==> src/rtl/mult_div_sequencer.sv <==
// mult_div_sequencer
// Iterative multiply/divide unit that owns the HI/LO registers of the MIPS
// execute stage. MULT/MULTU run a shift-add sequence, DIV/DIVU a restoring
// divide. Both work on operand magnitudes and fix up signs in a final step.
// Each operation takes NB_DATA iteration cycles plus one commit cycle.
//
// Optional feature macro: MULT_DIV_SEQ_DIV_EN
//   defined   : DIV/DIVU supported (DIV state plus divider datapath)
//   undefined : divider removed; start_i with DIV/DIVU funct is ignored
//
// Ports
//   clock          rising-edge clock
//   reset          asynchronous, active-high; clears all state
//   start_i        ID/EX holds MULT/MULTU/DIV/DIVU this cycle
//   funct_i        ID/EX funct (0x18/0x19/0x1A/0x1B/0x11/0x13)
//   mt_i           ID/EX holds MTHI/MTLO; data_ra_i is written to HI/LO
//   hilo_access_i  ID/EX holds any instruction that reads or writes HI/LO
//   data_ra_i      forwarded rs (multiplicand / dividend / MT data)
//   data_rb_i      forwarded rt (multiplier / divisor)
//   hi_o, lo_o     HI/LO registers
//   busy_o         sequencer not idle (combinational)
//   stall_o        busy_o && hilo_access_i (combinational)
//   done_o         registered one-cycle pulse after the HI/LO commit
//   state_o        current FSM state, for debug and checker binding
//
// Handshake: start_i and mt_i act as "valid" and !stall_o acts as "ready".
// A request is consumed only on an edge where the FSM is idle. While busy,
// any HI/LO instruction sees stall_o=1 and must hold its request stable
// until stall_o drops. Non-HI/LO instructions never stall.
module mult_div_sequencer #(
  parameter int NB_DATA = 32
) (
  input  logic               clock,
  input  logic               reset,
  input  logic               start_i,
  input  logic [5:0]         funct_i,
  input  logic               mt_i,
  input  logic               hilo_access_i,
  input  logic [NB_DATA-1:0] data_ra_i,
  input  logic [NB_DATA-1:0] data_rb_i,
  output logic [NB_DATA-1:0] hi_o,
  output logic [NB_DATA-1:0] lo_o,
  output logic               busy_o,
  output logic               stall_o,
  output logic               done_o,
  output logic [1:0]         state_o
);

  localparam int CNT_W = (NB_DATA > 1) ? $clog2(NB_DATA) : 1;

  localparam logic [5:0] F_MULT  = 6'h18;
  localparam logic [5:0] F_MULTU = 6'h19;
  localparam logic [5:0] F_MTHI  = 6'h11;
  localparam logic [5:0] F_MTLO  = 6'h13;
`ifdef MULT_DIV_SEQ_DIV_EN
  localparam logic [5:0] F_DIV   = 6'h1A;
  localparam logic [5:0] F_DIVU  = 6'h1B;
`endif

  typedef enum logic [1:0] {
    S_IDLE = 2'd0,
    S_MUL  = 2'd1,
    S_DIV  = 2'd2,
    S_FIX  = 2'd3
  } state_t;

  state_t             state;
  logic [CNT_W-1:0]   count;
  // acc_hi/acc_lo: upper/lower product halves for MUL, remainder/quotient
  // for DIV. opnd holds the multiplicand (MUL) or the divisor (DIV).
  logic [NB_DATA-1:0] acc_hi;
  logic [NB_DATA-1:0] acc_lo;
  logic [NB_DATA-1:0] opnd;
  logic               neg_main;   // negate product / quotient at FIX
`ifdef MULT_DIV_SEQ_DIV_EN
  logic               op_div;
  logic               neg_rem;    // negate remainder at FIX
  logic               div_zero;
`endif

  // Request decode
  logic               is_mul_f;
  logic               is_div_f;
  logic               is_signed_f;
  logic               accept;
  logic [NB_DATA-1:0] ra_mag;
  logic [NB_DATA-1:0] rb_mag;

  always_comb begin
    is_mul_f    = (funct_i == F_MULT) || (funct_i == F_MULTU);
`ifdef MULT_DIV_SEQ_DIV_EN
    is_div_f    = (funct_i == F_DIV) || (funct_i == F_DIVU);
    is_signed_f = (funct_i == F_MULT) || (funct_i == F_DIV);
`else
    is_div_f    = 1'b0;
    is_signed_f = (funct_i == F_MULT);
`endif
    accept      = (state == S_IDLE) && start_i && (is_mul_f || is_div_f);
    ra_mag      = (is_signed_f && data_ra_i[NB_DATA-1]) ? ('0 - data_ra_i) : data_ra_i;
    rb_mag      = (is_signed_f && data_rb_i[NB_DATA-1]) ? ('0 - data_rb_i) : data_rb_i;
  end

  // Shift-add step: conditional add into the upper half. The carry becomes
  // the new MSB after the right shift.
  logic [NB_DATA:0] mul_sum;
  always_comb begin
    mul_sum = {1'b0, acc_hi} + (acc_lo[0] ? {1'b0, opnd} : {(NB_DATA+1){1'b0}});
  end

`ifdef MULT_DIV_SEQ_DIV_EN
  // Restoring step: the partial remainder is always below the divisor, so a
  // set MSB of the N+1-bit difference means the trial subtraction went negative.
  logic [NB_DATA:0] div_shift;
  logic [NB_DATA:0] div_diff;
  always_comb begin
    div_shift = {acc_hi, acc_lo[NB_DATA-1]};
    div_diff  = div_shift - {1'b0, opnd};
  end
`endif

  // Sign fix-up of the finished magnitude results
  logic [2*NB_DATA-1:0] prod_raw;
  logic [2*NB_DATA-1:0] prod_fix;
  always_comb begin
    prod_raw = {acc_hi, acc_lo};
    prod_fix = neg_main ? ('0 - prod_raw) : prod_raw;
  end

  always_ff @(posedge clock or posedge reset) begin
    if (reset) begin
      state    <= S_IDLE;
      count    <= '0;
      acc_hi   <= '0;
      acc_lo   <= '0;
      opnd     <= '0;
      neg_main <= 1'b0;
`ifdef MULT_DIV_SEQ_DIV_EN
      op_div   <= 1'b0;
      neg_rem  <= 1'b0;
      div_zero <= 1'b0;
`endif
      hi_o     <= '0;
      lo_o     <= '0;
      done_o   <= 1'b0;
    end else begin
      done_o <= 1'b0;
      case (state)
        S_IDLE: begin
          if (accept) begin
            acc_hi   <= '0;
            count    <= CNT_W'(NB_DATA - 1);
            neg_main <= is_signed_f && (data_ra_i[NB_DATA-1] ^ data_rb_i[NB_DATA-1]);
`ifdef MULT_DIV_SEQ_DIV_EN
            op_div   <= is_div_f;
            neg_rem  <= is_signed_f && data_ra_i[NB_DATA-1];
            div_zero <= (data_rb_i == '0);
`endif
            if (is_mul_f) begin
              opnd   <= ra_mag;
              acc_lo <= rb_mag;
              state  <= S_MUL;
            end else begin
              opnd   <= rb_mag;
              acc_lo <= ra_mag;
              state  <= S_DIV;
            end
          end else if (!start_i && mt_i) begin
            if (funct_i == F_MTHI) begin
              hi_o <= data_ra_i;
            end else if (funct_i == F_MTLO) begin
              lo_o <= data_ra_i;
            end
          end
        end

        S_MUL: begin
          acc_hi <= mul_sum[NB_DATA:1];
          acc_lo <= {mul_sum[0], acc_lo[NB_DATA-1:1]};
          if (count == '0) begin
            state <= S_FIX;
          end else begin
            count <= count - 1'b1;
          end
        end

`ifdef MULT_DIV_SEQ_DIV_EN
        S_DIV: begin
          acc_lo <= {acc_lo[NB_DATA-2:0], ~div_diff[NB_DATA]};
          acc_hi <= div_diff[NB_DATA] ? div_shift[NB_DATA-1:0] : div_diff[NB_DATA-1:0];
          if (count == '0) begin
            state <= S_FIX;
          end else begin
            count <= count - 1'b1;
          end
        end
`endif

        S_FIX: begin
`ifdef MULT_DIV_SEQ_DIV_EN
          if (op_div) begin
            // A zero divisor yields an all-ones quotient magnitude and
            // remainder |ra|. The sign fix would turn the quotient into +1,
            // so LO is forced to all ones while HI comes back as ra.
            lo_o <= div_zero ? '1 : (neg_main ? ('0 - acc_lo) : acc_lo);
            hi_o <= neg_rem ? ('0 - acc_hi) : acc_hi;
          end else begin
            hi_o <= prod_fix[2*NB_DATA-1:NB_DATA];
            lo_o <= prod_fix[NB_DATA-1:0];
          end
`else
          hi_o <= prod_fix[2*NB_DATA-1:NB_DATA];
          lo_o <= prod_fix[NB_DATA-1:0];
`endif
          done_o <= 1'b1;
          state  <= S_IDLE;
        end

        default: state <= S_IDLE;
      endcase
    end
  end

  assign busy_o  = (state != S_IDLE);
  assign stall_o = busy_o && hilo_access_i;
  assign state_o = state;

endmodule

==> config.mk <==
export PLATFORM = sky130hd
export DESIGN_NAME = mult_div_sequencer
export DESIGN_NICKNAME = d
export VERILOG_FILES = /design/src/rtl/mult_div_sequencer.sv
export SDC_FILE = /design/constraint.sdc
export NUM_CORES = 1
export LEC_CHECK = 0
export ABC_AREA = 1
export CAP_MARGIN = 25
export CORE_UTILIZATION = 50
export CTS_CLUSTER_SIZE = 20
export DETAILED_ROUTE_END_ITERATION = 10
export PLACE_DENSITY = 0.72
export SLEW_MARGIN = 0
export SYNTH_ARGS = -nofsm -noshare
export SYNTH_HDL_FRONTEND = slang
export SYNTH_SLANG_ARGS = --single-unit
==> constraint.sdc <==
create_clock -name clock -period 7 [get_ports clock]
set_input_delay 1.4 -clock clock [delete_from_list [all_inputs] [get_ports clock]]
set_output_delay 1.4 -clock clock [all_outputs]
set_load 0.02 [all_outputs]
## Word level (Yosys, flattened, before mapping)

Cells that the tools add are included.

| storage, ports and cells | value |
|---|---|
| bits in registers | 169 |
| input bits | 75 |
| output and inout bits | 69 |
| word-level logic and storage cells | 76 |

| operators by class | value |
|---|---|
| add/sub/neg operators | 5 |
| eq/ne operators | 14 |
| mux-type cells | 27 |
| bitwise operators | 1 |
| reductions and logical operators | 20 |

Operators by type and width:

| operator | count |
|---|---|
| 32-bit 2-to-1 mux | 14 |
| 32-bit case mux with 2 select lines | 4 |
| 64-bit 2-to-1 mux | 1 |
| 1-bit by 32-bit subtractor with 32-bit output (first input constant) | 2 |
| 1-bit by 64-bit subtractor with 64-bit output (first input constant) | 1 |
| 32-bit by 32-bit adder with 33-bit output | 1 |
| 6-bit by 5-bit equality test with 1-bit output (second input constant) | 4 |
| 5-bit 2-to-1 mux | 2 |
| 2-bit != test (second input constant) | 5 |
| 5-bit case mux with 2 select lines | 1 |
| 1-bit logical AND | 7 |
| 2-bit 2-to-1 mux | 3 |
| 2-bit by 1-bit != test with 1-bit output (second input constant) | 3 |
| 2-bit AND reduction | 3 |
| 2-bit nonzero test | 3 |
| 5-bit zero test | 1 |
| 5-bit AND reduction | 1 |
| 5-bit by 1-bit subtractor with 5-bit output (second input constant) | 1 |
| 2-bit case mux with 2 select lines | 1 |
| 4-bit AND reduction | 1 |
| 3-bit AND reduction | 1 |
| 2-bit by 1-bit equality test with 1-bit output (second input constant) | 1 |
| 2-bit equality test (second input constant) | 1 |
| 2-bit zero test | 1 |
| 4 further kinds | 4 |

## Depth between registers and ports, before layout

| logic depth | value |
|---|---|
| word-level depth | 6 |
| depth in mapped cells | 19 |
| depth with buffers taken out | 17 |

## Least setup slack after synthesis

Ideal clock, no wire load.

| timing | value |
|---|---|
| path kind | input-to-output |
| start point | input port hilo_access_i |
| end point | output port stall_o |
| arrival | 1.714 ns |
| data required time | 5.600 ns |
| slack | 3.886 ns |
| cell stages on the path | 2 |
| buffers on the path | 0 |
| cells stage by stage | inv_1 nor2_1 |

| on the way | value |
|---|---|
| cells in the longest elaborated chain, start to end | 1 |

Ends and longest elaborated chain:

| element | line | source |
|---|---|---|
| from (decl) | 38 | `input logic hilo_access_i,` |
| 1-bit logical AND | 224 | `assign stall_o = busy_o && hilo_access_i;` |
| to (decl) | 44 | `output logic stall_o,` |

Every way passes these cells.

## Worst setup path after layout

| timing | value |
|---|---|
| start point | input port funct_i[4] |
| end point | register acc_lo[31] |

| on the way | value |
|---|---|
| cells in the longest elaborated chain, start to end | 6 |
| elaborated cells between the ends (all ways) | 13 |
| those cells by class | eq/ne (3); mux (5); reduce/logical (5) |

Ends and longest elaborated chain:

| element | line | source |
|---|---|---|
| from (decl) | 36 | `input logic [5:0] funct_i,` |
| 6-bit by 5-bit equality test with 1-bit output | 90, 96 |  |
| 1-bit logical AND, on equally long branches | 99, 100 |  |
| 32-bit 2-to-1 mux, on equally long branches | 99, 100 |  |
| 32-bit 2-to-1 mux | 158 | `if (is_mul_f) begin` |
| 32-bit 2-to-1 mux | 149 | `if (accept) begin` |
| 32-bit case mux with 2 select lines | 147 | `case (state)` |
| to (signal assigned) | 160 | `acc_lo <= rb_mag;` |
| to (signal assigned) | 164 | `acc_lo <= ra_mag;` |
| to (signal assigned) | 178 | `acc_lo <= {mul_sum[0], acc_lo[NB_DATA-1:1]};` |
| to (decl) | 72 | `logic [NB_DATA-1:0] acc_lo;` |

Several ways; a longest one is shown, not always the timed one. The select of a mux whose other input is x is not followed.
A chain may end at the register's enable or synchronous reset.

==> run_results.csv <==
group,metric,value,unit
status,status,"finished, final reports clean",
sta,finalMaxSlewViolations,0,
clock_network,post_cts_buffers,0,
place,dpl_cell_area,15400,µm²
sta,tightest_slew,947,ps
global_routing,grtUsageTotal,0.402,
cells_and_area,antenna_cells,0,
routing,drt-pass1-iter-count,8,
place,io_buffers,143,
global_routing,antenna_found_initial,0,
clock_network,cts-root-buf,"clkbuf_16",
yosys,synth-async-reset-ratio,1.00,
worst_hold_path,worstHoldPathCells,2,
global_routing,overflow,0,
clock_network,cts_resized,0,
setup_path,worstPathRequired,7360,ps
routing,wl,55800,µm
sta,setup_viol,0,
setup_path,worstPathMaxFanout,37,
clock_network,h-tree-depth,4,
die,core,27000,µm²
yosys,synth.yosys.warnings,0,
yosys,synth-simple-area-share,0.398,
global_routing,grt_max_degree,78,
setup_path,path_class,"input port to flop",
setup_path,rr_worst_depth,18,
die,die_x,168,µm
clock_network,cts_sinks,169,
cells_and_area,final_area,16100,µm²
routing,drt_iter0_drc,1945,
die,die_h,168,µm
global_routing,grt_pass1_vias,14700,
cells_and_area,area_growth,16.3,%
yosys,muxShareOfSynthArea,0.00435,
yosys,ys_types,49,
die,row_count,60,
pwr,cellPowerDensity,361,nW/µm²
cells_and_area,seqCellArea,4230,µm²
clock_network,clockBufferDepth,2,
die,ios,144,
sta,relSlewSlack,0.369,
pwr,ir_drop,0.000296,V
sta,min_period_over_period,0.609,
sta,period_needed,4260,ps
yosys,syn_inst,2233,
clock_network,cts.clk_slew.worst_paths,70,ps
routing,vias_per_cell,5.82,
sta,fin_tns_setup,0,ps
yosys,syn_avg_cell_area,6.18,µm²
sta,skew,14.7,ps
yosys,synth-seq-cells,169,
routing,vias,15700,
sta,hold_viol,0,
clock_network,worstSkewPairLatency,450,ps
yosys,yosysSeqAreaShare,0.306,
routing,routedWlPerCell,20.7,µm
cells_and_area,n_fill_cell,2685,
routing,drc,0,
setup_path,cp.arrival,4620,ps
cells_and_area,drive_above_1_share,0.0510,
place,globalplace.congestion,1.01,
clock_network,ctsHoldBuffers,0,
sta,max_freq,235,MHz
clock_network,cts_made_buffers,17,
job,max_cap_violations,0,
sta,rsz0062_at_grt,"no",
cells_and_area,multi_input_area,8080,µm²
place,dp_hpwl,44400,µm
yosys,synth_top_family_by_area,"simple AND/OR/NAND/NOR gates",
yosys,synth_compound_area_frac,0.133,
yosys,synth_fa_ha_area_frac,0.0350,
yosys,synthesis.area,13800,µm²
setup_path,endpoint_kind,"flop",
global_routing,grt_pass1_wl,85400,µm
yosys,syn-num-nets,2346,
yosys,synthFlopType,"dfrtp_1",
die,initial_core_util,0.511,
yosys,synth-edff-count,0,
yosys,synth-xor-area-share,0.0146,
routing,ant_nets,0,
cells_and_area,final_common_cell,"nand2_1",
die,design.die.area,28300,µm²
clock_network,cts_tree,"built",
setup_path,start_kind,"input port",
pwr,p_leak,7.73,nW
cells_and_area,mostFrequentLayoutCells,"568 x nand2_1, 363 x nor2_1, 292 x inv_1",
cells_and_area,fin_nets,2453,
worst_hold_path,hp-class,"flop to flop",
## stage by stage
step | power [mW] | instances | hold slack (ps) | worst slack [ps] | util
floorplan | 3.59 | 2233 | 449 | 1020 | -
global placement | 4.63 | 2661 | 467 | 2390 | 0.570
detailed placement | 4.68 | 2661 | 473 | 2270 | 0.570
CTS | 5.72 | 2692 | 493 | 2710 | 0.593
global route | 6.15 | 2693 | 520 | 2560 | 0.594
finish | 5.80 | 2693 | 495 | 2740 | 0.594
## synth_stat cells, drive strengths merged (6+ instances only)
master | number | area share
o211ai | 10 | 0.0054
nand3 | 245 | 0.089
or2 | 11 | 0.0050
nand2 | 591 | 0.17
o21ai | 133 | 0.051
nand4 | 26 | 0.012
ha | 37 | 0.034
a21oi | 130 | 0.047
mux2i | 6 | 0.0044
o21bai | 11 | 0.0060
inv | 304 | 0.083
buf | 44 | 0.019
xor2 | 20 | 0.013
dfrtp | 169 | 0.31
o22ai | 23 | 0.010
clkbuf | 24 | 0.0066
nor2 | 389 | 0.11
a31oi | 19 | 0.0086
nor3 | 16 | 0.0062
## power breakdown
group          internal (mW)  switching [mW]  leakage [nW]  total (mW)
combinational           1.01            2.05          5.40        3.06
clock                  0.584           0.457         0.303        1.04
sequential              1.31           0.384          2.02        1.70
## critical path, cell delays in order
cell	delay, ps
clkdlybuf4s50_1	450
nand2_1	60
inv_2	60
nand4_1	220
inv_2	510
nand2_2	560
nand2_4	560
inv_2	410
nor2_1	190
nand2_1	70
o21ai_1	90
## logic make-up (layout without fill, tap and decap cells)
| group | Yosys count | after routing |
|---|---|---|
| AO/OA/AOI/OAI | 333 | 333 |
| adder cells (fa/ha/maj) | 38 | 38 |
| flip-flops | 169 | 169 |
| buffers and inverters | 374 | 493 |
| XOR/XNOR | 23 | 23 |
| multiplexers | 6 | 6 |
| AND/OR/NAND/NOR | 1290 | 1290 |
## path summary, 6_finish.rpt
check / startpoint / end / slack, ps
setup / recovery: funct_i[4] / acc_lo[31]$_DFFE_PP0P_ / 2740
max in group asynchronous: reset / opnd[8]$_DFFE_PP0P_ / 4340
hold reg to reg: lo_o[9]$_DFFE_PP0P_ / lo_o[9]$_DFFE_PP0P_ / 490
min in group asynchronous: reset / count[4]$_DFFE_PP0P_ / 1340
hold / removal: lo_o[9]$_DFFE_PP0P_ / lo_o[9]$_DFFE_PP0P_ / 490
setup reg to reg: acc_lo[0]$_DFFE_PP0P_ / acc_hi[29]$_DFFE_PP0P_ / 3390
## area by class of cell
| class | count | share of cell area |
|---|---|---|
| multi-input combinational | 1690 | 0.503 |
| sequential | 169 | 0.264 |
| clock inverter | 12 | 0.0114 |
| timing repair buffer | 156 | 0.0960 |
| inverter | 306 | 0.0719 |
| tap | 341 | 0.0266 |
| clock buffer | 19 | 0.0276 |
## sequential cells by signal, summed over array words and instances, names as in the netlist
signal and flops:
count 5, state_o 2, acc_lo 32, lo_o 32, neg_main 1, done_o 1
acc_hi 32, hi_o 32, opnd 32
## metal layers
metal	wire length [µm]	up-vias	GRT usage
met3	4640	176	0.0599
met5	0	-	0
li1	-	7386	-
met4	3630	0	0.243
met1	22200	7285	0.511
met2	25300	826	0.648
Power figures use the tool's default switching activity.
